$ cat src/rtl/rotary_quad_filter.sv
// Rotary encoder front end: 2-FF synchroniser, joint debounce of the {a,b} pair,
// and a quadrature FSM that emits one rot_event per completed detent cycle.
module rotary_quad_filter #(
  parameter int DEBOUNCE_CYCLES = 16,
  parameter int CNT_W           = $clog2(DEBOUNCE_CYCLES + 1)
) (
  input  logic clk,
  input  logic reset,
  input  logic rot_a,
  input  logic rot_b,
  output logic rot_event,
  output logic rot_dir,
  output logic rot_err
);

  typedef enum logic [2:0] {
    S_WAIT,
    S_IDLE,
    S_CW1,
    S_CW2,
    S_CW3,
    S_CCW1,
    S_CCW2,
    S_CCW3
  } state_t;

  logic [1:0]       a_ff, b_ff;
  logic [1:0]       sync, sync_prev, filt;
  logic             filt_valid;
  logic [CNT_W-1:0] cnt, cnt_run;

  state_t     state, state_nxt;
  logic [1:0] state_phase;
  logic       event_nxt, err_nxt, dir_nxt;

  assign sync = {a_ff[1], b_ff[1]};

  // A fresh sample value starts a new stability run at zero.
  always_comb cnt_run = (sync != sync_prev) ? '0 : cnt;

  always_ff @(posedge clk) begin
    if (reset) begin
      a_ff       <= '0;
      b_ff       <= '0;
      sync_prev  <= '0;
      filt       <= '0;
      filt_valid <= 1'b0;
      cnt        <= '0;
    end else begin
      a_ff      <= {a_ff[0], rot_a};
      b_ff      <= {b_ff[0], rot_b};
      sync_prev <= sync;
      if (filt_valid && sync == filt) begin
        cnt <= '0;
      end else if (cnt_run == CNT_W'(DEBOUNCE_CYCLES - 1)) begin
        filt       <= sync;
        filt_valid <= 1'b1;
        cnt        <= '0;
      end else begin
        cnt <= cnt_run + CNT_W'(1);
      end
    end
  end

  always_comb begin
    state_phase = 2'b00;
    case (state)
      S_CW1, S_CCW3: state_phase = 2'b10;
      S_CW2, S_CCW2: state_phase = 2'b11;
      S_CW3, S_CCW1: state_phase = 2'b01;
      default:       state_phase = 2'b00;
    endcase
  end

  // Each non-WAIT state owns one phase; filt differing in one bit moves to a
  // neighbour, differing in both bits is an illegal jump.
  always_comb begin
    state_nxt = state;
    event_nxt = 1'b0;
    err_nxt   = 1'b0;
    dir_nxt   = rot_dir;
    if (state == S_WAIT) begin
      if (filt_valid && filt == 2'b00) state_nxt = S_IDLE;
    end else if (filt != state_phase) begin
      if ((filt ^ state_phase) == 2'b11) begin
        state_nxt = S_WAIT;
        err_nxt   = 1'b1;
      end else begin
        case (state)
          S_IDLE: state_nxt = (filt == 2'b10) ? S_CW1 : S_CCW1;
          S_CW1:  state_nxt = (filt == 2'b11) ? S_CW2 : S_IDLE;
          S_CW2:  state_nxt = (filt == 2'b01) ? S_CW3 : S_CW1;
          S_CW3: begin
            if (filt == 2'b00) begin
              state_nxt = S_IDLE;
              event_nxt = 1'b1;
              dir_nxt   = 1'b1;
            end else begin
              state_nxt = S_CW2;
            end
          end
          S_CCW1: state_nxt = (filt == 2'b11) ? S_CCW2 : S_IDLE;
          S_CCW2: state_nxt = (filt == 2'b10) ? S_CCW3 : S_CCW1;
          S_CCW3: begin
            if (filt == 2'b00) begin
              state_nxt = S_IDLE;
              event_nxt = 1'b1;
              dir_nxt   = 1'b0;
            end else begin
              state_nxt = S_CCW2;
            end
          end
          default: state_nxt = S_WAIT;
        endcase
      end
    end
  end

  always_ff @(posedge clk) begin
    if (reset) begin
      state     <= S_WAIT;
      rot_event <= 1'b0;
      rot_err   <= 1'b0;
      rot_dir   <= 1'b0;
    end else begin
      state     <= state_nxt;
      rot_event <= event_nxt;
      rot_err   <= err_nxt;
      rot_dir   <= dir_nxt;
    end
  end

endmodule

$ cat config.mk
export PLATFORM = sky130hd
export DESIGN_NAME = rotary_quad_filter
export DESIGN_NICKNAME = d
export VERILOG_FILES = /design/src/rtl/rotary_quad_filter.sv
export SDC_FILE = /design/constraint.sdc
export NUM_CORES = 1
export LEC_CHECK = 0
export ABC_AREA = 1
export CORE_MARGIN = 2
export CORE_UTILIZATION = 35
export DETAILED_ROUTE_END_ITERATION = 16
export HOLD_SLACK_MARGIN = 0.12
export SLEW_MARGIN = 20
export SYNTH_ARGS = -nofsm -noshare
export SYNTH_HDL_FRONTEND = slang
export SYNTH_SLANG_ARGS = --single-unit
export TNS_END_PERCENT = 50
$ cat constraint.sdc
create_clock -name clk -period 1.6 [get_ports clk]
set_clock_uncertainty 0.05 [all_clocks]
set_input_delay 0.16 -clock clk [delete_from_list [all_inputs] [get_ports clk]]
set_output_delay 0.16 -clock clk [all_outputs]
set_load 0.02 [all_outputs]
==> summary.txt, run 1 <==
Status -> finished with violations
Violated checks -> negative setup slack
DP HPWL -> 1.61 mm
Pleak -> 0.597 nW
Main combinational cell family by area after synthesis -> simple AND/OR/NAND/NOR gates
Min Tclk post-route -> 1.72 ns
First-pass GRT wire length -> 3.94 mm
Multiplexer area fraction after synthesis -> 0.910%
Vias in the first global route -> 978
Die W -> 60.1 microns
Initial DRT Pass Iterations -> 4
Vias -> 997
Slew of the pin with the lowest slew margin -> 0.341 ns
CTS buffer count -> 3
Cell Rows -> 20
CTS tree -> yes
Critical setup path kind -> reg2reg
Nets@finish -> 186
Worst hold-check path type -> in2reg
Drt wl/cell -> 9.75 microns
Clock Tree Root -> clkbuf_4
Gpl congestion -> 0.808
Area grow syn2layout -> 22.2%
Simple-gate share of the synthesized area -> 37.9%
RSZ-0062 raised after global routing -> yes
Crit. End Element -> flop
Total die area -> 0.00361 sq mm
DP Cell Count -> 218
Highest net fanout along the worst path -> 4
CP required -> 1.80 ns
H-tree depth -> 1
TNS Setup -> -0.821 ns
Final setup viols -> 8
Fmax -> 0.582 GHz
Critical Path AT -> 1.92 ns
Die height -> 60.1 microns
Yosys warnings -> 0
Largest area contributor in the netlist -> dfxtp_1
Later-pin clock latency in the skew report -> 0.31 ns
PortBufs -> 6
Crit path launch type -> flop
Top post-synthesis cells by area -> dfxtp_1 36%, nand2_1 13%, nor2_1 11%
Post-synthesis sequential area ratio -> 36.4%
Netlist cell types -> 22
Post-synthesis compound-gate area fraction -> 5.23%
Non-Filler Instances -> 223
Share of layout cells above drive strength 1 -> 24.6%
Clock Sink Count -> 20
Max-cap violations -> 0
Yosys reg bits -> 20
Slew Viols, Final -> 0
Largest net degree at the start of global routing -> 13
Post-synth net total -> 171
Peak supply drop -> 379 uV
Antenna Nets Post-Route -> 0
CTS max path bufs -> 2
Final hold vios -> 0
Mapped Avg Cell Area -> 6.67 sq um
DR DRC count -> 0
Adder-cell area share of the yosys netlist -> 2.28%
Initial antenna violation count -> 0
Slew margin rel. -> 77.1%
Starting DRC count in detailed routing -> 39
Post-Syn Area -> 0.00110 sq mm
Ant diodes -> 0
Tcrit/Tclk final -> 107%
Initial Util -> 36.3%
Routed vias/inst -> 4.47
Final wirelength -> 2.17 mm
Cells after Synth -> 165
Clock transition at path regs -> 0.12 ns
Core Region -> 0.00303 sq mm
Total GRT Usage -> 14.4%
IO Pins -> 7
Setup slack after layout -> -0.119 ns
Post-synthesis xor/xnor area fraction -> 2.39%
Remaining Overflow, GRT -> 0
Pwr per Cell Area -> 756 mW/mm^2
Area share of the largest cell type after synthesis -> 36.4%
## through the flow
| stage | worst slack [ns] | total power, mW | util, % | hold slack, ns | area [sq um] |
|---|---|---|---|---|---|
| 3_5_place_dp | -0.174 | 0.591 | 41.0 | 0.338 | 1240 |
| 4_1_cts | -0.161 | 1.01 | 42.7 | 0.307 | 1290 |
| 3_3_place_gp | -0.116 | 0.588 | 41.0 | 0.334 | 1240 |
| 2_1_floorplan | -0.0539 | 0.564 | - | 0.193 | 1110 |
| 6_report | -0.119 | 1.02 | 44.4 | 0.305 | 1340 |
| 5_1_grt | -0.224 | 1.05 | 44.4 | 0.318 | 1340 |
## path summary, 6_finish.rpt
kind / end / cells past startpoint / from / slack [ns]
setup / recovery: filt[1] / 11 / b_ff[1] / -0.12
hold / removal: a_ff[0] / 3 / rot_a / 0.30
setup reg to reg: filt[1] / 11 / b_ff[1] / -0.12
hold reg to reg: b_ff[1] / 2 / b_ff[0] / 0.35
## layout make-up
class                      count  area (sq um)
timing repair buffer          16           135
fill                         318          1680
multi-input combinational    112           588
clock buffer                   3          22.5
inverter                      27           106
sequential                    20           407
clock inverter                 1          30.0
tap                           44          55.1
## power breakdown
part | internal (mW) | switching (mW)
logic | 0.0357 | 0.0402
registers | 0.511 | 0.00598
clock network | 0.253 | 0.170
## layer usage
metal | GRT usage (%) | routed length [microns] | up-vias
met4 | 8.25 | 59 | 0
li1 | - | - | 524
met2 | 23.3 | 1050 | 19
met5 | 0 | 0 | -
met1 | 17.5 | 968 | 447
met3 | 3.03 | 91 | 7
## cells by family after synthesis
group,count (synthesis)
simple gates,95
mux,1
xor+xnor,3
buf+inv,33
fa+ha+maj,2
flops,20
compound gates,11
## flip-flops by register name, summed over array words and instances (netlist names), 2 cells and up
register   count
state          3
cnt            5
filt           2
sync_prev      2
a_ff           2
b_ff           2
## cell usage in the layout, fill, tap and decap left out, types with 6 or more instances in the layout
cell and n:
nand2_1 36, clkdlybuf4s50_1 6, inv_1 20, dfxtp_1 15
buf_4 10, nand3_1 11, nor2_1 30
## Yosys cell counts
cell / n
o21ai_1: 1
nor3_1: 3
mux2i_1: 1
ha_1: 2
nor2_4: 2
a21oi_1: 3
nand3_1: 11
nor2_1: 32
clkbuf_2: 1
inv_1: 23
nand2_1: 37
nand2_2: 4
buf_4: 1
xnor2_1: 3
inv_4: 2
dfxtp_1: 20
nor2_2: 4
o21bai_1: 1
inv_2: 2
nand3b_1: 2
o21ai_0: 6
buf_6: 4
## repair_timing
item,CTS,global route
gates cloned,0,0
resized for setup,1,11
endpoints found under the setup margin,8,11
setup buffers,0,1
pin swaps,3,4
hold buffers,0,0
## worst max-delay path, stage by stage, from the launching register on
cell,delay (ns)
dfxtp_2,0.36
xnor2_2,0.16
nand2_2,0.12
nor2_4,0.16
ha_4,0.14
inv_2,0.03
nor3_2,0.10
ha_2,0.22
buf_4,0.11
buf_4,0.10
nand2_1,0.05
o21ai_0,0.06
No activity file was read; power rests on OpenSTA's default activity.
==> run 2: changes to the inputs <==
--- a/config.mk
+++ b/config.mk
@@ -6,10 +6,12 @@
 export NUM_CORES = 1
 export LEC_CHECK = 0
 export ABC_AREA = 1
+export CAP_MARGIN = 10
 export CORE_MARGIN = 2
-export CORE_UTILIZATION = 35
+export CORE_UTILIZATION = 40
 export DETAILED_ROUTE_END_ITERATION = 16
 export HOLD_SLACK_MARGIN = 0.12
+export SETUP_SLACK_MARGIN = 0.2
 export SLEW_MARGIN = 20
 export SYNTH_ARGS = -nofsm -noshare
 export SYNTH_HDL_FRONTEND = slang
==> summary.txt, run 2 (same netlist as run 1, synthesis figures left out) <==
Highest net fanout along the worst path -> 4 (unchanged)
Total power draw -> 1.01 mW (-0.46%)
Worst hold-check path type -> in2reg
Clock Sink Count -> 20 (unchanged)
Largest register by flop count -> cnt
Critical Path AT -> 1.93 ns (about the same)
Cts-stage hold buffer count -> 0 (unchanged)
Share of layout cells above drive strength 1 -> 23.5% (-1.1 points)
Antenna Nets Post-Route -> 0 (unchanged)
Critical R2R Launch -> a_ff[1]
Ant diodes -> 0 (unchanged)
CTS buffer count -> 3 (unchanged)
First-pass GRT wire length -> 3.77 mm (-4.2%)
Final hold vios -> 0 (unchanged)
Max-cap violations -> 0 (unchanged)
Initial Util -> 40.9% (+4.6 points)
Drt wl/cell -> 9.90 microns (+1.5%)
H-tree depth -> 1 (unchanged)
Gpl congestion -> 0.862 (+6.7%)
CTS max path bufs -> 2 (unchanged)
Pleak -> 0.626 nW (+4.9%)
Final setup viols -> 8 (unchanged)
Die W -> 56.4 microns (-6.0%)
Fmax -> 0.565 GHz (-2.8%)
Crit path launch type -> flop
Violated checks -> negative setup slack
Nets@finish -> 190 (+2.2%)
Worst hold margin -> 0.307 ns (+0.00247 ns)
Dpl cell area -> 0.00124 sq mm (-0.10%)
PortBufs -> 6 (unchanged)
Flip-flop count of the largest register after layout -> 5 (unchanged)
DR DRC count -> 0 (unchanged)
IO Pins -> 7 (unchanged)
Remaining Overflow, GRT -> 0 (unchanged)
Crit. End Element -> flop
Status -> finished with violations
Slew margin rel. -> 77.7% (+0.56 points)
Area grow syn2layout -> 20.7%
DP Cell Count -> 207 (-5.0%)
Later-pin clock latency in the skew report -> 0.30 ns (about the same)
Peak supply drop -> 712 uV (+88%)
Highest-count cells in the layout ignoring fill and taps -> 36 x nand2_1, 30 x nor2_1, 21 x inv_1
Pre-CTS setup slack -> -0.190 ns (-0.0152 ns)
Non-Filler Instances -> 214 (-4.0%)
Slew Viols, Final -> 0 (unchanged)
Layout filler cell count -> 271 (-15%)
Starting DRC count in detailed routing -> 16 (-59%)
Die height -> 56.4 microns (-6.0%)
Largest registers -> cnt: 5 flops, state: 3 flops
Largest net degree at the start of global routing -> 13 (unchanged)
Final wirelength -> 2.12 mm (-2.6%)
Worst hold start -> rot_a
Min Tclk post-route -> 1.77 ns (+0.0499 ns)
Cell Rows -> 19 (-5.0%)
Vias -> 977 (-2.0%)
CTS tree -> yes
RSZ-0062 raised after global routing -> yes
CP required -> 1.76 ns (-0.04 ns)
Core Region -> 0.00269 sq mm (-11%)
Initial DRT Pass Iterations -> 4 (unchanged)
Pwr per Cell Area -> 761 mW/mm^2 (+0.76%)
Final instance area -> 0.00133 sq mm (-1.2%)
Critical setup path kind -> reg2reg
CP startpoint -> a_ff[1]
Tcrit/Tclk final -> 111% (+3.1 points)
Most common cell after layout, fill and taps aside -> nand2_1
DP HPWL -> 1.67 mm (+4.2%)
Slew of the pin with the lowest slew margin -> 0.335 ns (-0.00626 ns)
Total die area -> 0.00318 sq mm (-12%)
Clock Tree Root -> clkbuf_4
Routed vias/inst -> 4.57 (+2.1%)
Clock transition at path regs -> 0.12 ns (about the same)
Initial antenna violation count -> 0 (unchanged)
Total GRT Usage -> 14.7% (+0.34 points)
Vias in the first global route -> 894 (-8.6%)
Setup slack after layout -> -0.169 ns (-0.0499 ns)
[run 2: repair_timing]
item,CTS,global route
setup buffers,3,0
endpoints found under the setup margin,13,11
gates resized for setup,4,4
pin swaps,3,6
[run 2: report_power, final]
part | leakage, nW | switching (mW) | internal, mW
combinational | 0.435 | 0.0387 | 0.0379
clock | 0.0279 | 0.165 | 0.253
sequential | 0.163 | 0.00573 | 0.511
[run 2: critical path: stages (launching register included)]
cell	delay, ns
dfxtp_2	0.36
xnor2_2	0.15
nand2_2	0.11
nor2_4	0.14
ha_2	0.18
inv_2	0.04
nor3_2	0.11
ha_2	0.22
nor2_1	0.05
inv_1	0.09
nor2_2	0.05
o21ai_1	0.08
a21oi_1	0.05
[run 2: area by class of cell]
cell class | count | area (sq um) | area share, %
clock buffer | 3 | 22.5 | 1.70
clock inverter | 1 | 30.0 | 2.26
inverter | 27 | 106 | 8.01
multi-input combinational | 112 | 566 | 42.6
sequential | 20 | 403 | 30.3
tap | 31 | 38.8 | 2.92
timing repair buffer | 20 | 161 | 12.2
[run 2: worst paths after layout]
kind / endpoint / slack [ns] / cells after the start
worst max-delay path: cnt[2] / -0.17 / 12
worst min-delay path: a_ff[0] / 0.31 / 3
worst max register to register: cnt[2] / -0.17 / 12
worst min register to register: a_ff[1] / 0.36 / 2
[run 2: per-layer routing]
metal	vias up	track usage [%]	share of wire, %	wire [microns]
li1	536	-	-	-
met1	431	20.2	51	1080
met2	8	23.4	46	969
met3	2	2.30	2.2	46
met4	0	5.10	0.85	18
met5	-	0	0	0
[run 2: through the flow]
stage | utilization (%) | TNS (ns)
2_1_floorplan | - | -0.237
3_3_place_gp | 46.1 | -0.462
3_5_place_dp | 46.1 | -1.07
4_1_cts | 48.8 | -0.836
5_1_grt | 49.4 | -1.90
6_report | 49.4 | -0.986
